--- src/rtl/mem_access_ctrl.sv ---
// ---------------------------------------------------------------------------
// mem_access_ctrl
//
// Dual-issue data-memory access controller. Two pipes (pipe 1 older than
// pipe 2) present one load/store request each per cycle. Both requests are
// issued on their own memory ports in the same cycle. The exception is a
// same-word pair that contains at least one store: that pair is split over
// two cycles, with pipe 1 issued first. The upstream pipeline is stalled for
// one cycle while the pair is split.
//
// Ports
//   clk, rst                     clock, synchronous active-high reset
//   req_valid_x/we_x/addr_x/wdata_x   request from pipe x (1 = older)
//   Mem_rd_x, Mem_wr_x           active-low strobes to memory port x
//   Dir_Mem_x, Dato_Mem_in_x     address / write data to memory port x
//   Dato_Mem_out_x               combinational read data from memory port x
//   stall                        freeze upstream; requests held while high
//   rdata_x, rvalid_x            registered load result and its 1-cycle pulse
//   addr_err_x                   1-cycle pulse: request dropped, bad address
// ---------------------------------------------------------------------------
module mem_access_ctrl #(
    parameter logic [31:0] BASE_ADDR = 32'h10000000,
    parameter int          NUM_WORDS = 4
) (
    input  logic        clk,
    input  logic        rst,
    input  logic        req_valid_1,
    input  logic        req_valid_2,
    input  logic        req_we_1,
    input  logic        req_we_2,
    input  logic [31:0] req_addr_1,
    input  logic [31:0] req_addr_2,
    input  logic [31:0] req_wdata_1,
    input  logic [31:0] req_wdata_2,
    output logic        Mem_rd_1,
    output logic        Mem_rd_2,
    output logic        Mem_wr_1,
    output logic        Mem_wr_2,
    output logic [31:0] Dir_Mem_1,
    output logic [31:0] Dir_Mem_2,
    output logic [31:0] Dato_Mem_in_1,
    output logic [31:0] Dato_Mem_in_2,
    input  logic [31:0] Dato_Mem_out_1,
    input  logic [31:0] Dato_Mem_out_2,
    output logic        stall,
    output logic [31:0] rdata_1,
    output logic [31:0] rdata_2,
    output logic        rvalid_1,
    output logic        rvalid_2,
    output logic        addr_err_1,
    output logic        addr_err_2
);

    localparam logic [31:0] LAST_ADDR = BASE_ADDR + 32'(4 * (NUM_WORDS - 1));

    localparam logic [0:0] IDLE  = 1'b0;
    localparam logic [0:0] SPLIT = 1'b1;

    logic [0:0] state_reg, state_next;

    // Per-pipe views of the request/response signals (index 0 = pipe 1).
    logic [1:0]  valid, we, addr_ok, ok, issue, err_next;
    logic [31:0] addr [2];
    logic [31:0] wdata [2];
    logic [31:0] mem_out [2];
    logic [1:0]  rd_n, wr_n;
    logic [31:0] dir [2];
    logic [31:0] din [2];
    logic [31:0] rdata_reg [2];
    logic [1:0]  rvalid_reg, err_reg;
    logic        conflict;

    assign valid      = {req_valid_2, req_valid_1};
    assign we         = {req_we_2, req_we_1};
    assign addr[0]    = req_addr_1;
    assign addr[1]    = req_addr_2;
    assign wdata[0]   = req_wdata_1;
    assign wdata[1]   = req_wdata_2;
    assign mem_out[0] = Dato_Mem_out_1;
    assign mem_out[1] = Dato_Mem_out_2;

    genvar gi;
    generate
        for (gi = 0; gi < 2; gi++) begin : g_addr
            assign addr_ok[gi] = (addr[gi][1:0] == 2'b00) &&
                                 (addr[gi] >= BASE_ADDR) &&
                                 (addr[gi] <= LAST_ADDR);
            assign ok[gi]      = valid[gi] && addr_ok[gi];
        end
    endgenerate

    // Same-word pair with a store must be serialised to keep program order.
    // Two loads of the same word can safely share the cycle.
    assign conflict = ok[0] && ok[1] &&
                      (addr[0][31:2] == addr[1][31:2]) &&
                      (we[0] || we[1]);

    always_comb begin
        issue      = 2'b00;
        stall      = 1'b0;
        err_next   = 2'b00;
        state_next = state_reg;
        if (!rst) begin
            case (state_reg)
                IDLE: begin
                    issue[0]   = ok[0];
                    issue[1]   = ok[1] && !conflict;
                    stall      = conflict;
                    err_next   = valid & ~addr_ok;
                    state_next = conflict ? SPLIT : IDLE;
                end
                SPLIT: begin
                    // Pipe 1 already went out; only the held pipe-2 request
                    // is issued now. It was address-checked when the
                    // conflict was detected, so no error can arise here.
                    issue[1]   = ok[1];
                    state_next = IDLE;
                end
                default: state_next = IDLE;
            endcase
        end
    end

    always_ff @(posedge clk) begin
        if (rst) begin
            state_reg <= IDLE;
        end else begin
            state_reg <= state_next;
        end
    end

    generate
        for (gi = 0; gi < 2; gi++) begin : g_port
            // Strobes are mutually exclusive by construction: one is a
            // function of we, the other of its complement.
            assign rd_n[gi] = !(issue[gi] && !we[gi]);
            assign wr_n[gi] = !(issue[gi] && we[gi]);
            assign dir[gi]  = issue[gi] ? addr[gi] : 32'h0;
            assign din[gi]  = (issue[gi] && we[gi]) ? wdata[gi] : 32'h0;

            always_ff @(posedge clk) begin
                if (rst) begin
                    rdata_reg[gi]  <= 32'h0;
                    rvalid_reg[gi] <= 1'b0;
                    err_reg[gi]    <= 1'b0;
                end else begin
                    rvalid_reg[gi] <= issue[gi] && !we[gi];
                    err_reg[gi]    <= err_next[gi];
                    if (issue[gi] && !we[gi]) begin
                        rdata_reg[gi] <= mem_out[gi];
                    end
                end
            end
        end
    endgenerate

    assign Mem_rd_1      = rd_n[0];
    assign Mem_rd_2      = rd_n[1];
    assign Mem_wr_1      = wr_n[0];
    assign Mem_wr_2      = wr_n[1];
    assign Dir_Mem_1     = dir[0];
    assign Dir_Mem_2     = dir[1];
    assign Dato_Mem_in_1 = din[0];
    assign Dato_Mem_in_2 = din[1];
    assign rdata_1       = rdata_reg[0];
    assign rdata_2       = rdata_reg[1];
    assign rvalid_1      = rvalid_reg[0];
    assign rvalid_2      = rvalid_reg[1];
    assign addr_err_1    = err_reg[0];
    assign addr_err_2    = err_reg[1];

endmodule

--- config.mk ---
export PLATFORM = sky130hd
export DESIGN_NAME = mem_access_ctrl
export DESIGN_NICKNAME = d
export VERILOG_FILES = /design/src/rtl/mem_access_ctrl.sv
export SDC_FILE = /design/constraint.sdc
export NUM_CORES = 1
export LEC_CHECK = 0
export ABC_AREA = 1
export BUFFER_PORTS_ARGS = -buffer_cell sky130_fd_sc_hd__buf_2
export CAP_MARGIN = 20
export CORE_AREA = 4 4 155 157
export CTS_BUF_LIST = sky130_fd_sc_hd__clkbuf_2 sky130_fd_sc_hd__clkbuf_4 sky130_fd_sc_hd__clkbuf_8
export CTS_CLUSTER_SIZE = 30
export DETAILED_ROUTE_END_ITERATION = 8
export DIE_AREA = 0 0 159 161
export GPL_ROUTABILITY_DRIVEN = 0
export PLACE_DENSITY = 0.51
export SYNTH_ARGS = -nofsm -noshare
export SYNTH_HDL_FRONTEND = slang
export SYNTH_SLANG_ARGS = --single-unit
--- constraint.sdc ---
create_clock -name clk -period 2.85 [get_ports clk]
set_clock_uncertainty 0.05 [all_clocks]
set_input_delay 0.285 -clock clk [delete_from_list [all_inputs] [get_ports clk]]
set_output_delay 0.285 -clock clk [all_outputs]
set_load 0.05 [all_outputs]
==> impl_metrics.py, run 1 <==
metrics = {
    "global_routing": {
        "grt_pass1_wl_mm": 24.4,
        "grt_max_degree": 35,
        "use_met2": 0.210,
        "grt_overflow_total": 0,
        "grt_busiest_layer": "met2",
        "met1_usage": 0.145,
        "first_global_vias": 4501,
        "grt_use_met3": 0.0357,
        "antenna_found_initial": 1,
        "track_usage": 0.120,
    },
    "layout": {
        "final_layout_size_suffix_gt1_frac": 0.400,
        "stdcell_count": 1285,
        "nNetsFinal": 1193,
        "diodes": 0,
        "fillCellCount": 2515,
        "area_growth_pct": 41.8,
        "largest_register_ffs": 64,
    },
    "synthesis": {
        "synth-seq-area-share": 0.433,
        "ys.flop_type": "edfxtp_1",
        "synth_top_area_share": 0.412,
        "synth.distinct_cells": 24,
        "synth_edf_count": 64,
        "synth_top_area_cell": "edfxtp_1",
        "synth_area_um2": 4670,
        "synth_area_leaders": "edfxtp_1 (41%), inv_1 (15%), nor2_1 (12%)",
        "yosys-top-cells-count": "inv_1 (189), nor2_1 (153), nand2_1 (119)",
        "yosysMostFrequentCell": "inv_1",
        "syn_area_per_cell_um2": 7.16,
        "ys_warn_count": 0,
        "synthArstFlopShare": 0,
        "synth_cells": 652,
        "synth_seq_cells": 69,
    },
    "floorplanning": {
        "die_h_um": 161,
        "rows": 55,
        "core_um2": 22500,
        "initial_core_util": 0.207,
        "die_area_um2": 25600,
        "dieWidth_um": 159,
        "io_pins": 399,
    },
    "timing": {
        "setup-tns-final_ns": 0,
        "holdWs_ns": 0.163,
        "finalCritPeriodShare": 0.865,
        "fin_crit_ns": 2.46,
        "rsz0062_at_grt": "no",
        "timing.fmax_mhz": 406,
        "hold_viol": 0,
        "setup_violations": 0,
        "slew_violations": 0,
    },
    "setup_path": {
        "crit_buf_inv": 3,
        "required_ns": 2.52,
        "path_cells": "buf_2, inv_1, nand2_1, nor2_1, nand2_1, nor2_2, nand3_2, nor2_4, nand3_4, nor2_1, buf_2",
        "rrSetupSlack_ns": 0.81,
        "worstPathArrival_ns": 2.13,
        "cp_slowest_cell": "nand3_4",
        "crit_path_max_fanout": 33,
        "critPathTopFamily": "simple AND/OR/NAND/NOR gates",
        "crit_path_start_kind": "input pin",
        "end_kind": "primary output",
        "worst_r2r_path_depth": 11,
        "rr_startpoint": "state_reg",
        "worstReg2RegEnd": "rdata_reg[1][15]",
        "cpPeakStageDelay_ns": 0.35,
        "path_class": "in -> out",
    },
    "hold_path": {
        "hold_class": "in -> reg",
        "worstHoldPathCells": 2,
        "worst_hold_path.endpoint": "state_reg",
        "worstHoldStart": "rst",
    },
    "power_and_ir_drop": {
        "powerDensity_nw_per_um2": 401,
        "power_mw": 2.65,
        "cellLeakagePower_nw": 4.16,
        "ir_drop_uv": 198,
    },
    "place": {
        "dp_cells": 1269,
        "port_buffers": 340,
        "dpl.hpwl_mm": 14.1,
    },
    "clock_tree": {
        "numCtsBuffers": 9,
        "worstSkewPairLatency_ns": 0.33,
        "post_cts_buffers": 0,
        "cts_tree": "built",
        "cts.htree.levels": 3,
        "root_buffer": "clkbuf_8",
        "postCtsHoldBufs": 0,
        "cts_buffer_depth": 2,
        "clkTransAtPathRegs_ns": 0.08,
        "cts_sinks": 69,
        "cts_resized": 0,
    },
    "flow_run": {
        "drv_cap": 0,
    },
    "detailed_routing": {
        "drtIter0Drc": 204,
        "drt_first_pass_iters": 6,
        "drc": 0,
        "route.vias.total": 4632,
        "ant_nets": 0,
        "wirelength_mm": 16.6,
        "wl_per_cell_um": 12.9,
        "routed_via_density": 3.60,
    },
    "outcome": {
        "status": "completed",
    },
}
[cell usage in the layout, fill, tap and decap left out, types with 3 or more instances in the layout]
| cell type | n |
|---|---|
| buf_2 | 340 |
| inv_1 | 189 |
| nor2_1 | 153 |
| nand2_1 | 119 |
| edfxtp_1 | 64 |
| conb_1 | 58 |
| nor2_2 | 20 |
| clkbuf_8 | 9 |
| inv_2 | 7 |
| dfxtp_1 | 5 |
| nand2_2 | 4 |
| buf_4 | 4 |
| nor3_2 | 3 |
| nand3_1 | 3 |
| clkinv_2 | 3 |
[cell families (layout without fill, tap and decap cells)]
family                 count (synthesis)  count (layout)  share of synthesized area
AO/OA/AOI/OAI                          2               2                    0.00215
XOR/XNOR                               1               1                    0.00188
other                                  1              58                   0.000804
flip-flops                            69              69                      0.433
buffers and inverters                266             557                      0.278
AND/OR/NAND/NOR                      313             313                      0.284
[through the flow]
step | cell area, um2 | worst slack, ns | utilization
2_1_floorplan | 4880 | 0.212 | -
3_3_place_gp | 6430 | 0.389 | 0.286
3_5_place_dp | 6430 | 0.367 | 0.286
4_1_cts | 6620 | 0.311 | 0.294
5_1_grt | 6620 | 0.0998 | 0.294
6_report | 6620 | 0.385 | 0.294
[worst max-delay path by stage]
stage	start	endpoint	slack, ns	depth (start not counted)
final	req_addr_2[24]	Dato_Mem_in_2[17]	0.39	11
after global routing	state_reg	Mem_wr_2	0.1	10
after CTS	state_reg	Mem_wr_2	0.31	10
after detailed placement	req_addr_2[24]	Dato_Mem_in_2[17]	0.37	11
after global placement	req_addr_2[24]	Dato_Mem_in_2[17]	0.39	11
after floorplan	req_addr_1[11]	rdata_reg[0][0]	0.21	10
[power breakdown]
group	internal, mW	leakage (nW)	total (mW)	switching, mW
sequential	1.15	0.648	1.16	0.0115
combinational	0.179	3.41	0.712	0.533
clock	0.400	0.100	0.780	0.380
total	1.73	4.16	2.65	0.925
[cell type report]
| type | instances | area, um2 | share of cell area |
|---|---|---|---|
| Multi-Input combinational cell | 374 | 1560 | 0.236 |
| Clock buffer | 9 | 124 | 0.0187 |
| Timing Repair Buffer | 345 | 1750 | 0.265 |
| Clock inverter | 7 | 66.3 | 0.0100 |
| Sequential cell | 69 | 2020 | 0.306 |
| Inverter | 196 | 736 | 0.111 |
| Tap cell | 285 | 357 | 0.0539 |
[routing by layer]
layer  vias to the layer above  part of all wire
met3                        14             0.093
li1                       2405                 -
met5                         -           0.00078
met4                         2             0.011
met1                      1969              0.41
met2                       242              0.49
Power figures use the tool's default switching activity.
==> run 2: changes to the inputs <==
- CELL_PAD_IN_SITES_DETAIL_PLACEMENT: not set -> 2
- CELL_PAD_IN_SITES_GLOBAL_PLACEMENT: not set -> 2
- CORE_AREA: 4 4 155 157 -> not set
- CORE_ASPECT_RATIO: not set -> 0.7
- CORE_MARGIN: not set -> 4
- CORE_UTILIZATION: not set -> 18
- DIE_AREA: 0 0 159 161 -> not set
- PLACE_DENSITY: 0.51 -> 0.82
==> run 2 against run 1 <==
Net effect: worst setup slack got worse by 0.020 ns; flip-flop and latch count did not move; highest routed layer unchanged; sequential share of layout area fell by 0.098 points; critical path type is now reg -> out; global-route usage rose by 1.9 points; non-clock buffer count unchanged; largest cell class unchanged; largest power group unchanged; final cell count is 3.1% higher.
==> impl_metrics.py, run 2 (same netlist as run 1, synthesis figures left out) <==
metrics = {
    "setup_path": {
        "cpPeakStageDelay_ns": 0.36,
        "path_class": "reg -> out",
        "critPathTopFamily": "simple AND/OR/NAND/NOR gates",
        "crit_buf_inv": 1,
        "startpoint": "state_reg",
        "cp_slowest_cell": "buf_2",
        "end_kind": "primary output",
        "required_ns": 2.52,
        "rrSetupSlack_ns": 0.83,
        "rr_startpoint": "state_reg",
        "worstPathArrival_ns": 2.15,
        "path_cells": "nor2_1, nand2_1, nor2_1, nand2_1, nor2_1, nand2_1, nor2_1, nand2_2, nand3_4, buf_2",
        "worst_path_most_repeated_cell": "nor2_1",
        "worstReg2RegEnd": "rdata_reg[1][26]",
        "crit_path_max_fanout": 33,
        "crit_path_start_kind": "flip-flop",
        "worst_r2r_path_depth": 10,
    },
    "detailed_routing": {
        "drtIter0Drc": 107,
        "routed_via_density": 3.72,
        "wirelength_mm": 21.2,
        "wl_per_cell_um": 16.0,
        "route.vias.total": 4925,
        "ant_nets": 0,
        "drt_first_pass_iters": 4,
        "drc": 0,
    },
    "layout": {
        "area_growth_pct": 42.3,
        "layout_common_cells": "buf_2 (340), inv_1 (189), nor2_1 (153), nand2_1 (119), edfxtp_1 (64)",
        "final_cell_area_um2": 6640,
        "largest_register_ffs": 64,
        "diodes": 0,
        "final_layout_size_suffix_gt1_frac": 0.401,
        "stdcell_count": 1325,
        "nNetsFinal": 1193,
        "layout_commonest_cell": "buf_2",
        "fillCellCount": 3082,
    },
    "clock_tree": {
        "cts_sinks": 69,
        "numCtsBuffers": 9,
        "root_buffer": "clkbuf_8",
        "worstSkewPairLatency_ns": 0.34,
        "cts_tree": "built",
        "post_cts_buffers": 0,
        "postCtsHoldBufs": 0,
        "cts.htree.levels": 3,
        "cts_buffer_depth": 2,
        "cts_resized": 0,
        "clkTransAtPathRegs_ns": 0.08,
    },
    "floorplanning": {
        "io_pins": 399,
        "rows": 48,
        "core_um2": 25100,
        "die_area_um2": 28600,
        "dieWidth_um": 200,
        "die_h_um": 143,
        "initial_core_util": 0.186,
    },
    "power_and_ir_drop": {
        "power.share.clock": 0.282,
        "powerDensity_nw_per_um2": 397,
        "intPower_mw": 1.65,
        "netSwitchingPower_mw": 0.988,
        "cellLeakagePower_nw": 4.15,
        "switching_share": 0.375,
        "power_frac_seq": 0.442,
        "ir_drop_uv": 140,
        "power_frac_comb": 0.276,
    },
    "outcome": {
        "status": "completed",
    },
    "flow_run": {
        "drv_cap": 0,
    },
    "global_routing": {
        "grt_overflow_total": 0,
        "first_global_vias": 5506,
        "antenna_found_initial": 2,
        "track_usage": 0.139,
        "grt_pass1_wl_mm": 31.3,
        "grt_max_degree": 34,
    },
    "place": {
        "port_buffers": 340,
        "dp_slack_ns": 0.331,
        "dp_cells": 1309,
        "dpl_cell_area_um2": 6460,
        "dpl.hpwl_mm": 18.6,
    },
    "timing": {
        "timing.fmax_mhz": 402,
        "hold_viol": 0,
        "fin_crit_ns": 2.49,
        "slew_violations": 0,
        "setup-tns-final_ns": 0,
        "finalCritPeriodShare": 0.872,
        "rsz0062_at_grt": "no",
        "setup_violations": 0,
        "fin_ws_ns": 0.365,
    },
    "hold_path": {
        "worstHoldStart": "rst",
        "hold_class": "in -> reg",
        "worstHoldPathCells": 2,
        "worst_hold_path.endpoint": "state_reg",
    },
}
run 2: cell count changes in the layout (fill, tap and decap cells not counted):
cell,previous run,this run
clkinv_1,1,0
bufinv_16,1,0
buf_12,1,0
buf_4,4,5
inv_6,0,2
run 2: worst max path at each step:
stage	end	cells past startpoint
after floorplan	rdata_reg[0][0]	10
after global placement	Mem_wr_2	11
after detailed placement	Dato_Mem_in_2[6]	11
after CTS	Mem_wr_2	10
after global routing	Dato_Mem_in_2[5]	11
final	Mem_wr_2	10
run 2: worst register-to-register path, delay by kind of cell (launching register included):
family	cells	cell delay, ns
simple gates	10	1.30
flops	1	0.32
run 2: through the flow:
stage                util  hold slack [ns]  total power, mW
floorplan               -            0.307             1.72
global placement    0.258            0.503             1.90
detailed placement  0.258            0.501             1.92
CTS                 0.264            0.135             2.68
global route        0.264            0.147             2.78
finish              0.264            0.158             2.63
run 2: layer usage:
metal	wire [um]	up-vias	share of wire	track usage
met5	28	-	0.0013	0
li1	-	2405	-	-
met3	1570	11	0.074	0.0440
met2	10500	215	0.50	0.248
met4	99	4	0.0047	0.0203
met1	8960	2290	0.42	0.168
run 2: area by class of cell:
type | instances | area (um2) | area share
repair buffers | 345 | 1740 | 0.262
clock buffers | 9 | 124 | 0.0187
well taps | 325 | 407 | 0.0613
multi-input cells | 374 | 1560 | 0.235
clock inverters | 7 | 50.0 | 0.00754
inverters | 196 | 736 | 0.111
flip-flops and latches | 69 | 2020 | 0.305
run 2: power groups by stage:
stage	clock (mW)	combinational, mW	sequential, mW
6_report	0.742	0.728	1.16
5_1_grt	0.825	0.784	1.17
4_1_cts	0.779	0.733	1.16
3_5_place_dp	0	0.731	1.19
3_3_place_gp	0	0.714	1.18
2_1_floorplan	0	0.352	1.37
